## src/rtl/router_sched_pkg.sv

```systemverilog
// Shared state encoding for the layer-level router sequencer.
package router_sched_pkg;
  typedef enum logic [2:0] {
    S_IDLE,
    S_CLEAR,
    S_LOAD,
    S_STREAM,
    S_NEXT,
    S_DONE
  } sched_state_e;
endpackage

```

## src/rtl/router_scheduler_loop_counter.sv

```systemverilog
// Loop index with synchronous clear and step; o_last flags count == bound-1.
// Count updates one cycle after clear/step; no backpressure.
module loop_counter #(
  parameter int WIDTH = 8
) (
  input  logic             i_clk,
  input  logic             i_nrst,
  input  logic             i_clear,
  input  logic             i_step,
  input  logic [WIDTH-1:0] i_bound,
  output logic [WIDTH-1:0] o_count,
  output logic             o_last
);
  logic [WIDTH-1:0] count_q, count_d;

  always_comb begin
    count_d = count_q;
    if (i_clear)     count_d = '0;
    else if (i_step) count_d = count_q + WIDTH'(1);
  end

  always_ff @(posedge i_clk or negedge i_nrst) begin
    if (!i_nrst) count_q <= '0;
    else         count_q <= count_d;
  end

  assign o_count = count_q;
  assign o_last  = (count_q == i_bound - WIDTH'(1));
endmodule

```

## src/rtl/router_scheduler.sv

```systemverilog
// Sequences input/weight routers over tiles x contexts; start->reg_clear +1, en +2.
// Pops follow i_pe_ready combinationally; each router stops popping after its context-done.
module router_scheduler
  import router_sched_pkg::*;
#(
  parameter int ADDR_WIDTH = 8,
  parameter int CNT_WIDTH  = 8
) (
  input  logic                  i_clk,
  input  logic                  i_nrst,
  input  logic                  i_start,
  input  logic                  i_abort,
  input  logic [CNT_WIDTH-1:0]  i_tile_count,
  input  logic [CNT_WIDTH-1:0]  i_ctx_count,
  input  logic [ADDR_WIDTH-1:0] i_base_addr,
  input  logic [ADDR_WIDTH-1:0] i_tile_stride,
  input  logic [ADDR_WIDTH-1:0] i_ctx_stride,
  input  logic                  i_pe_ready,
  input  logic                  i_ir_ready,
  input  logic                  i_ir_context_done,
  input  logic                  i_wr_ready,
  input  logic                  i_wr_context_done,
  output logic                  o_ir_en,
  output logic                  o_ir_reg_clear,
  output logic                  o_ir_pop_en,
  output logic                  o_wr_en,
  output logic                  o_wr_reg_clear,
  output logic                  o_wr_pop_en,
  output logic [ADDR_WIDTH-1:0] o_start_addr,
  output logic [CNT_WIDTH-1:0]  o_tile_idx,
  output logic [CNT_WIDTH-1:0]  o_ctx_idx,
  output logic                  o_acc_clear,
  output logic                  o_acc_commit,
  output logic                  o_busy,
  output logic                  o_done
);
  sched_state_e state_q, state_d;
  logic abort_q, abort_d, acc_clear_q, acc_clear_d;
  logic ir_rdy_q, ir_rdy_d, wr_rdy_q, wr_rdy_d;
  logic ir_cd_q, ir_cd_d, wr_cd_q, wr_cd_d;
  logic [CNT_WIDTH-1:0]  tile_cnt_q, tile_cnt_d, ctx_cnt_q, ctx_cnt_d;
  logic [ADDR_WIDTH-1:0] tile_stride_q, tile_stride_d, ctx_stride_q, ctx_stride_d;
  logic [ADDR_WIDTH-1:0] tile_addr_q, tile_addr_d, start_addr_q, start_addr_d;
  logic tile_clr, tile_step, tile_last, ctx_clr, ctx_step, ctx_last;
  logic ir_rdy_now, wr_rdy_now, ir_cd_now, wr_cd_now;

  assign ir_rdy_now = ir_rdy_q | i_ir_ready;
  assign wr_rdy_now = wr_rdy_q | i_wr_ready;
  assign ir_cd_now  = ir_cd_q | i_ir_context_done;
  assign wr_cd_now  = wr_cd_q | i_wr_context_done;

  always_comb begin
    state_d       = state_q;
    abort_d       = 1'b0;
    acc_clear_d   = 1'b0;
    ir_rdy_d      = ir_rdy_q;
    wr_rdy_d      = wr_rdy_q;
    ir_cd_d       = ir_cd_q;
    wr_cd_d       = wr_cd_q;
    tile_cnt_d    = tile_cnt_q;
    ctx_cnt_d     = ctx_cnt_q;
    tile_stride_d = tile_stride_q;
    ctx_stride_d  = ctx_stride_q;
    tile_addr_d   = tile_addr_q;
    start_addr_d  = start_addr_q;
    tile_clr      = 1'b0;
    tile_step     = 1'b0;
    ctx_clr       = 1'b0;
    ctx_step      = 1'b0;
    if (i_abort && state_q != S_IDLE) begin
      abort_d = 1'b1;
      state_d = S_IDLE;
    end else begin
      case (state_q)
        S_IDLE: if (i_start && !i_abort) begin
          tile_cnt_d    = i_tile_count;
          ctx_cnt_d     = i_ctx_count;
          tile_stride_d = i_tile_stride;
          ctx_stride_d  = i_ctx_stride;
          tile_addr_d   = i_base_addr;
          start_addr_d  = i_base_addr;
          tile_clr      = 1'b1;
          ctx_clr       = 1'b1;
          state_d = (i_tile_count == '0 || i_ctx_count == '0) ? S_DONE : S_CLEAR;
        end
        S_CLEAR: begin
          ir_rdy_d = 1'b0;
          wr_rdy_d = 1'b0;
          ir_cd_d  = 1'b0;
          wr_cd_d  = 1'b0;
          state_d  = S_LOAD;
        end
        S_LOAD: begin
          ir_rdy_d = ir_rdy_now;
          wr_rdy_d = wr_rdy_now;
          // An early context-done is kept so STREAM can retire it immediately.
          ir_cd_d  = ir_cd_now;
          wr_cd_d  = wr_cd_now;
          if (ir_rdy_now && wr_rdy_now) begin
            state_d     = S_STREAM;
            acc_clear_d = (o_ctx_idx == '0);
          end
        end
        S_STREAM: begin
          ir_cd_d = ir_cd_now;
          wr_cd_d = wr_cd_now;
          if (ir_cd_now && wr_cd_now) state_d = S_NEXT;
        end
        S_NEXT: begin
          if (!ctx_last) begin
            ctx_step     = 1'b1;
            start_addr_d = start_addr_q + ctx_stride_q;
            state_d      = S_CLEAR;
          end else if (!tile_last) begin
            tile_step    = 1'b1;
            ctx_clr      = 1'b1;
            tile_addr_d  = tile_addr_q + tile_stride_q;
            start_addr_d = tile_addr_q + tile_stride_q;
            state_d      = S_CLEAR;
          end else begin
            state_d = S_DONE;
          end
        end
        S_DONE:  state_d = S_IDLE;
        default: state_d = S_IDLE;
      endcase
    end
  end

  always_ff @(posedge i_clk or negedge i_nrst) begin
    if (!i_nrst) begin
      state_q       <= S_IDLE;
      abort_q       <= 1'b0;
      acc_clear_q   <= 1'b0;
      ir_rdy_q      <= 1'b0;
      wr_rdy_q      <= 1'b0;
      ir_cd_q       <= 1'b0;
      wr_cd_q       <= 1'b0;
      tile_cnt_q    <= '0;
      ctx_cnt_q     <= '0;
      tile_stride_q <= '0;
      ctx_stride_q  <= '0;
      tile_addr_q   <= '0;
      start_addr_q  <= '0;
    end else begin
      state_q       <= state_d;
      abort_q       <= abort_d;
      acc_clear_q   <= acc_clear_d;
      ir_rdy_q      <= ir_rdy_d;
      wr_rdy_q      <= wr_rdy_d;
      ir_cd_q       <= ir_cd_d;
      wr_cd_q       <= wr_cd_d;
      tile_cnt_q    <= tile_cnt_d;
      ctx_cnt_q     <= ctx_cnt_d;
      tile_stride_q <= tile_stride_d;
      ctx_stride_q  <= ctx_stride_d;
      tile_addr_q   <= tile_addr_d;
      start_addr_q  <= start_addr_d;
    end
  end

  loop_counter #(.WIDTH(CNT_WIDTH)) u_tile_ctr (
    .i_clk(i_clk), .i_nrst(i_nrst), .i_clear(tile_clr), .i_step(tile_step),
    .i_bound(tile_cnt_q), .o_count(o_tile_idx), .o_last(tile_last)
  );

  loop_counter #(.WIDTH(CNT_WIDTH)) u_ctx_ctr (
    .i_clk(i_clk), .i_nrst(i_nrst), .i_clear(ctx_clr), .i_step(ctx_step),
    .i_bound(ctx_cnt_q), .o_count(o_ctx_idx), .o_last(ctx_last)
  );

  assign o_ir_en        = (state_q == S_LOAD) || (state_q == S_STREAM);
  assign o_wr_en        = o_ir_en;
  assign o_ir_reg_clear = (state_q == S_CLEAR) || abort_q;
  assign o_wr_reg_clear = o_ir_reg_clear;
  assign o_ir_pop_en    = (state_q == S_STREAM) && i_pe_ready && !ir_cd_q;
  assign o_wr_pop_en    = (state_q == S_STREAM) && i_pe_ready && !wr_cd_q;
  assign o_start_addr   = start_addr_q;
  assign o_acc_clear    = acc_clear_q;
  assign o_acc_commit   = (state_q == S_NEXT) && ctx_last;
  assign o_busy         = (state_q != S_IDLE);
  assign o_done         = (state_q == S_DONE);
endmodule

```

## config.mk

```make
export PLATFORM = sky130hd
export DESIGN_NAME = router_scheduler
export DESIGN_NICKNAME = d
export VERILOG_FILES = /design/src/rtl/router_sched_pkg.sv /design/src/rtl/router_scheduler_loop_counter.sv /design/src/rtl/router_scheduler.sv
export SDC_FILE = /design/constraint.sdc
export NUM_CORES = 1
export LEC_CHECK = 0
export ABC_AREA = 1
export BUFFER_PORTS_ARGS = -buffer_cell sky130_fd_sc_hd__buf_2
export CORE_ASPECT_RATIO = 1.4
export CORE_MARGIN = 8
export CORE_UTILIZATION = 40
export DETAILED_ROUTE_END_ITERATION = 6
export HOLD_SLACK_MARGIN = 0.03
export PLACE_DENSITY = 0.64
export SLEW_MARGIN = 10
export SYNTH_ARGS = -nofsm -noshare
export SYNTH_HDL_FRONTEND = slang
export SYNTH_HIERARCHICAL = 1
export SYNTH_SLANG_ARGS = --single-unit
```

## constraint.sdc

```tcl
create_clock -name i_clk -period 3.15 [get_ports i_clk]
set_input_delay 0.315 -clock i_clk [delete_from_list [all_inputs] [get_ports i_clk]]
set_output_delay 0.315 -clock i_clk [all_outputs]
set_load 0.02 [all_outputs]
```

# Word level (Yosys, flattened, before mapping)
# Index checks and enable logic that the tools add are counted.
# Widths: inputs -> output; s select.
[totals] output_inout_bits=34 in_bits=49 word_cells=109 reg_bits=73
[classes] bitwise=5 add_sub_neg=6 muxes=38 reduce_logical=31 eq_ne=14
[op_table] cell="$mux 8" count=8
[op_table] cell="$pmux 8 s2" count=2
[op_table] cell="$logic_not 8->1" count=3
[op_table] cell="$mux 3" count=7
[op_table] cell="$add 8x1->8 const B" count=2
[op_table] cell="$add 8x8->8" count=2
[op_table] cell="$eq 8x8->1" count=2
[op_table] cell="$sub 8x1->8 const B" count=2
[op_table] cell="$mux 1" count=15
[op_table] cell="$pmux 3 s5" count=1
[op_table] cell="$ne 3x3->1 const B" count=4
[op_table] cell="$pmux 1 s2" count=5
[op_table] cell="$reduce_bool 2->1" count=5
[op_table] cell="$logic_and 1x1->1" count=8
[op_table] cell="$eq 3x2->1 const B" count=2
[op_table] cell="$eq 3x3->1 const B" count=2
[op_table] cell="$ne 2x2->1 const B" count=3
[op_table] cell="$reduce_and 3->1" count=2
[op_table] cell="$reduce_and 5->1" count=1
[op_table] cell="$or 1x1->1" count=4
[op_table] cell="$reduce_and 2->1" count=2
[op_table] cell="$reduce_and 4->1" count=1
[op_table] cell="$eq 3x1->1 const B" count=1
[op_table] cell="$logic_not 1->1" count=3
[op_table] cell="5 further kinds" count=7

# Logic depth before layout (Yosys ltp)
[depth] depth_word=8 depth_mapped=19 ltp_nobuf=19

# Modules after synthesis
# Netlist, hierarchy kept.
[modules_own_cells] module="router_scheduler" area_each_um2=3430.8 n_inst=1 cells_per_inst=456 seq_area_each_um2=1426.4
[modules_own_cells] module="loop_counter" area_each_um2=719.4 n_inst=2 cells_per_inst=115 seq_area_each_um2=200.2

# Worst setup path before layout
# Ideal clock, no wire load.
[synth_path] path_type="register to register" startpoint="register ctx_cnt_q[0]" endpoint="register u_tile_ctr.count_q[6] (netlist: u_tile_ctr/o_count[6])" path_slack_ns=0.546 setup_time_ns=0.122 t_arrival_ns=2.482 n_path_buf=0 required_ns=3.028 path_stages_with_launch=17 period_less_slack_ns=2.604 cell_sequence="dfrtp_1 -> inv_1 -> ha_1 -> xor2_1 -> nand3_1 -> nor2_1 -> nand3_1 -> nor2_1 -> inv_2 -> nor2_2 -> nand3b_1 -> inv_1 -> nor2_2 -> nor2_4 -> nand3_2 -> nor3_1 -> nor2_1"
[synth_between] elab_chain_len=6
[synth_rtl] item="start, declared" line="router_scheduler.sv:41" rtl="logic [CNT_WIDTH-1:0] tile_cnt_q, tile_cnt_d, ctx_cnt_q, ctx_cnt_d;"
[synth_rtl] item="start signal, assigned" line="router_scheduler.sv:154" rtl="ctx_cnt_q <= ctx_cnt_d;"
[synth_rtl] item="$sub 8x1->8" line="router_scheduler_loop_counter.sv:28" rtl="assign o_last = (count_q == i_bound - WIDTH'(1));"
[synth_rtl] item="$eq 8x8->1" line="router_scheduler_loop_counter.sv:28"
[synth_rtl] item="via ctx_last" line="router_scheduler.sv:44" rtl="logic tile_clr, tile_step, tile_last, ctx_clr, ctx_step, ctx_last;"
[synth_rtl] item="$mux 1" line="router_scheduler.sv:110" rtl="if (!ctx_last) begin"
[synth_rtl] item="$mux 1" line="router_scheduler.sv:74" rtl="case (state_q)"
[synth_rtl] item="$mux 1" line="router_scheduler.sv:70" rtl="if (i_abort && state_q != S_IDLE) begin"
[synth_rtl] item="via tile_step" line="router_scheduler.sv:44"
[synth_rtl] item="$reduce_bool 2->1 (no line)"
[synth_rtl] item="end signal, assigned" line="router_scheduler_loop_counter.sv:24" rtl="else count_q <= count_d;"
[synth_rtl] item="end, declared" line="router_scheduler_loop_counter.sv:14" rtl="logic [WIDTH-1:0] count_q, count_d;"
# The timed path passes the listed nets, and every way through them passes these cells.
# A chain may end at the register's enable or synchronous reset.

# Worst setup path in the final report
[layout_path] startpoint="register ctx_cnt_q[0]" endpoint="register u_ctx_ctr.count_q[5] (netlist: u_ctx_ctr/o_count[5])"
[layout_between] elab_chain_len=6 elab_cells_between_ends=10 classes_between="add/sub (1); eq/ne (1); mux (7); reduce/logical (1)"
[layout_rtl] item="$sub 8x1->8 (*)" line="router_scheduler_loop_counter.sv:28"
[layout_rtl] item="$eq 8x8->1 (*)" line="router_scheduler_loop_counter.sv:28"
[layout_rtl] item="via ctx_last" line="router_scheduler.sv:44"
[layout_rtl] item="$mux 1 (*)" line="router_scheduler.sv:110"
[layout_rtl] item="$pmux 1 s2 (*)" line="router_scheduler.sv:74"
[layout_rtl] item="$mux 1 (*)" line="router_scheduler.sv:70"
[layout_rtl] item="via ctx_clr" line="router_scheduler.sv:44"
[layout_rtl] item="$mux 8 or $reduce_bool 2->1 (tied branches)"
[layout_rtl] item="end signal, assigned" line="router_scheduler_loop_counter.sv:24"
[layout_rtl] item="end, declared" line="router_scheduler_loop_counter.sv:14"
# The timed path passes the listed nets; every way through them passes the cells marked *.

==> results.md <==
- TritonCTS buffer count: 9
- Worst-path cell chain: inv_1, ha_1, xor2_1, nand3_1, nor2_1, nand3_1, nor2_2, inv_2, o21ai_1, nand3_2, clkinv_2, nor2_2, nor2_4, nand2_1, nor3_1, nor2_1
- Max Slew Vio Count: 0
- Share of post-route cells with drive strength above 1: 0.185
- Initial core utilization: 0.410
- Clock power share: 0.200
- GR Overflow Total: 0
- CTS H-tree depth: 3
- TritonCTS Sinks: 73
- CP Data Required Time: 3.37 ns
- Worst skew pair latency: 0.34 ns
- DRT Pass-1 Iters: 5
- Slew HR: 0.369
- Crit share post-route: 0.906
- FF+latch count, synth: 73
- Setup Viol. Count Final: 0
- Die area: 16000 sq um
- CTS tree: built
- Crit path max-delay family: simple AND/OR/NAND/NOR gates
- Element type at the critical path end: flop
- Core Box Area: 11900 sq um
- Yosys warning total: 6
- Die height: 147 microns
- CP bufs+invs: 3
- IO Port Bufs: 82
- Via Count: 4587
- Commonest non-fill, non-tap cell in the layout: nand2_1
- Worst Path Arrival: 3.07 ns
- Synth Flop Type: dfrtp_1
- Final GP Congestion: 0.903
- Row cnt: 47
- Nets@finish: 839
- Cells after synthesis: 686
- Max-cap violations: 0
- Cell area after synthesis: 4870 sq um
- Final total power: 5.58 mW
- DPL Wire Length: 10.2 mm
- Crit path kind: reg -> reg
- Max Root-Sink Buffers: 2
- CTS Hold Bufs: 0
- Fin util: 0.480
- Global-route wire length before repair: 22.1 mm
- Sw frac: 0.454
- Setup_tns: 0 ns
- Sequential fraction of the synthesis area: 0.375
- Die Width: 109 microns
- Iteration-0 DRC Markers: 250
- Status: complete, no violations
- CP startpoint kind: flop
- Combinational power share: 0.509
- Post-CTS Setup Bufs: 0
- Filler cells: 1244
- Total power density per cell area: 978 nW/um^2
- Tot GR Track Use: 0.172
- Tmin final: 2.85 ns
- P_sw: 2.53 mW
- Initial antenna violation count: 0
- Most frequent cells in the layout: 239 x nand2_1, 81 x buf_2, 76 x inv_1
- Layout area overhead: 17.1%
- Clock Pin Slew Worst Setup and Hold Paths: 0.06 ns
- Synthesized area per cell: 7.10 sq um
- Reg power frac: 0.291
- Detail Route Antenna Nets: 0
- DR vias/cell: 4.98
- Syn_nets: 755
- Static leakage power: 3.06 nW
- Post-synth EDFFs: 0
- Drt drc: 0
- Worst Skew: 0.00495 ns
- Slew @ Worst Pin: 0.946 ns
- Asr flop ratio synth: 1.00
- RSZ-0062 raised after global routing: false
- Worst min path class: in -> async
- Max Freq: 351 MHz
- Vias in the first global route: 4695
- Root buf cell: clkbuf_16
- I/O Pins: 83
- Antenna Cells: 0
- Peak VDD IR: 0.000300 V
- Final Hold Viols: 0
- Cell-internal power: 3.04 mW
- Routed len/inst: 14.3 microns
- PostCTS Resize Cnt: 0
- DRT Wirelength: 13.2 mm
- Yosys cell types: 37
- Largest net degree at the start of global routing: 74
- Max stage delay on crit path: 0.41 ns
- CP max-delay cell: dfrtp_1
- Worst-path fanout max: 13
## cell families (layout without fill, tap and decap cells)
group | after synthesis | count (layout) | synth area share
and+or+nand+nor | 419 | 419 | 0.382
buffers and inverters | 99 | 188 | 0.0899
DFF | 73 | 73 | 0.375
AOI/OAI and AO/OA | 56 | 56 | 0.0640
adders and majority gates | 20 | 20 | 0.0545
xor gates and xnor gates | 19 | 19 | 0.0342
## per-stage QoR
stage          worst slack (ns)  hold WS (ns)  cells  cell area [sq um]
2_1_floorplan             0.546        0.0194    686               4870
3_3_place_gp              0.433         0.449    906               5380
3_5_place_dp              0.220         0.458    906               5380
4_1_cts                   0.195         0.167    922               5700
5_1_grt                  0.0115         0.173    922               5700
6_report                  0.297         0.135    922               5700
## final cells by class
type,count,area [sq um],area share
inverters,87,328,0.0575
repair buffers,85,435,0.0763
multi-input cells,514,2610,0.457
well taps,147,184,0.0323
clock inverters,5,78.8,0.0138
clock buffers,11,243,0.0426
flip-flops and latches,73,1830,0.320
## registers in the layout, summed over array words and instances (netlist names)
name,flops
ctx_cnt_q,8
ctx_stride_q,8
o_start_addr,8
tile_addr_q,8
tile_cnt_q,8
tile_stride_q,8
u_ctx_ctr/o_count,8
u_tile_ctr/o_count,8
state_q,3
abort_q,1
ir_cd_q,1
ir_rdy_q,1
o_acc_clear,1
wr_cd_q,1
wr_rdy_q,1
## path summary, 6_finish.rpt
path	depth (start not counted)	start	slack [ns]	endpoint
max	16	ctx_cnt_q[0]	0.30	u_ctx_ctr/o_count[5]
max in group asynchronous	1	i_nrst	2.42	u_ctx_ctr/o_count[4]
min in group i_clk	3	i_ctx_stride[5]	0.18	ctx_stride_q[5]
min reg2reg	2	ir_rdy_q	0.47	ir_rdy_q
min	1	i_nrst	0.13	tile_cnt_q[7]
max reg2reg	16	ctx_cnt_q[0]	0.30	u_ctx_ctr/o_count[5]
## synth_stat cells, types with 8 or more instances
master | instances | area [sq um]
inv_2 | 10 | 37.5
nor3_1 | 12 | 60.1
nand3_1 | 57 | 285
nand2_1 | 239 | 897
xor2_1 | 12 | 105
nand3b_1 | 9 | 67.6
o21ai_1 | 9 | 45.0
ha_1 | 18 | 225
o21ai_0 | 20 | 100
nor2_1 | 62 | 233
dfrtp_1 | 73 | 1830
a21oi_1 | 16 | 80.1
inv_1 | 76 | 285
or2_2 | 8 | 50.1
## power groups by stage
stage | Clock [mW] | Sequential [mW] | Combinational, mW
2_1_floorplan | 0 | 1.61 | 2.18
3_3_place_gp | 0 | 1.63 | 2.73
3_5_place_dp | 0 | 1.64 | 2.82
4_1_cts | 1.14 | 1.62 | 2.84
5_1_grt | 1.17 | 1.67 | 3.24
6_report | 1.11 | 1.62 | 2.84
## per-layer routing
layer / vias to the layer above / global-route usage / wire length (microns)
met4: 0 / 0.0908 / 425
met5: - / 0 / 0
met1: 2091 / 0.193 / 5540
met2: 118 / 0.297 / 6740
met3: 32 / 0.0326 / 520
li1: 2346 / - / -
Power figures use the tool's default switching activity.
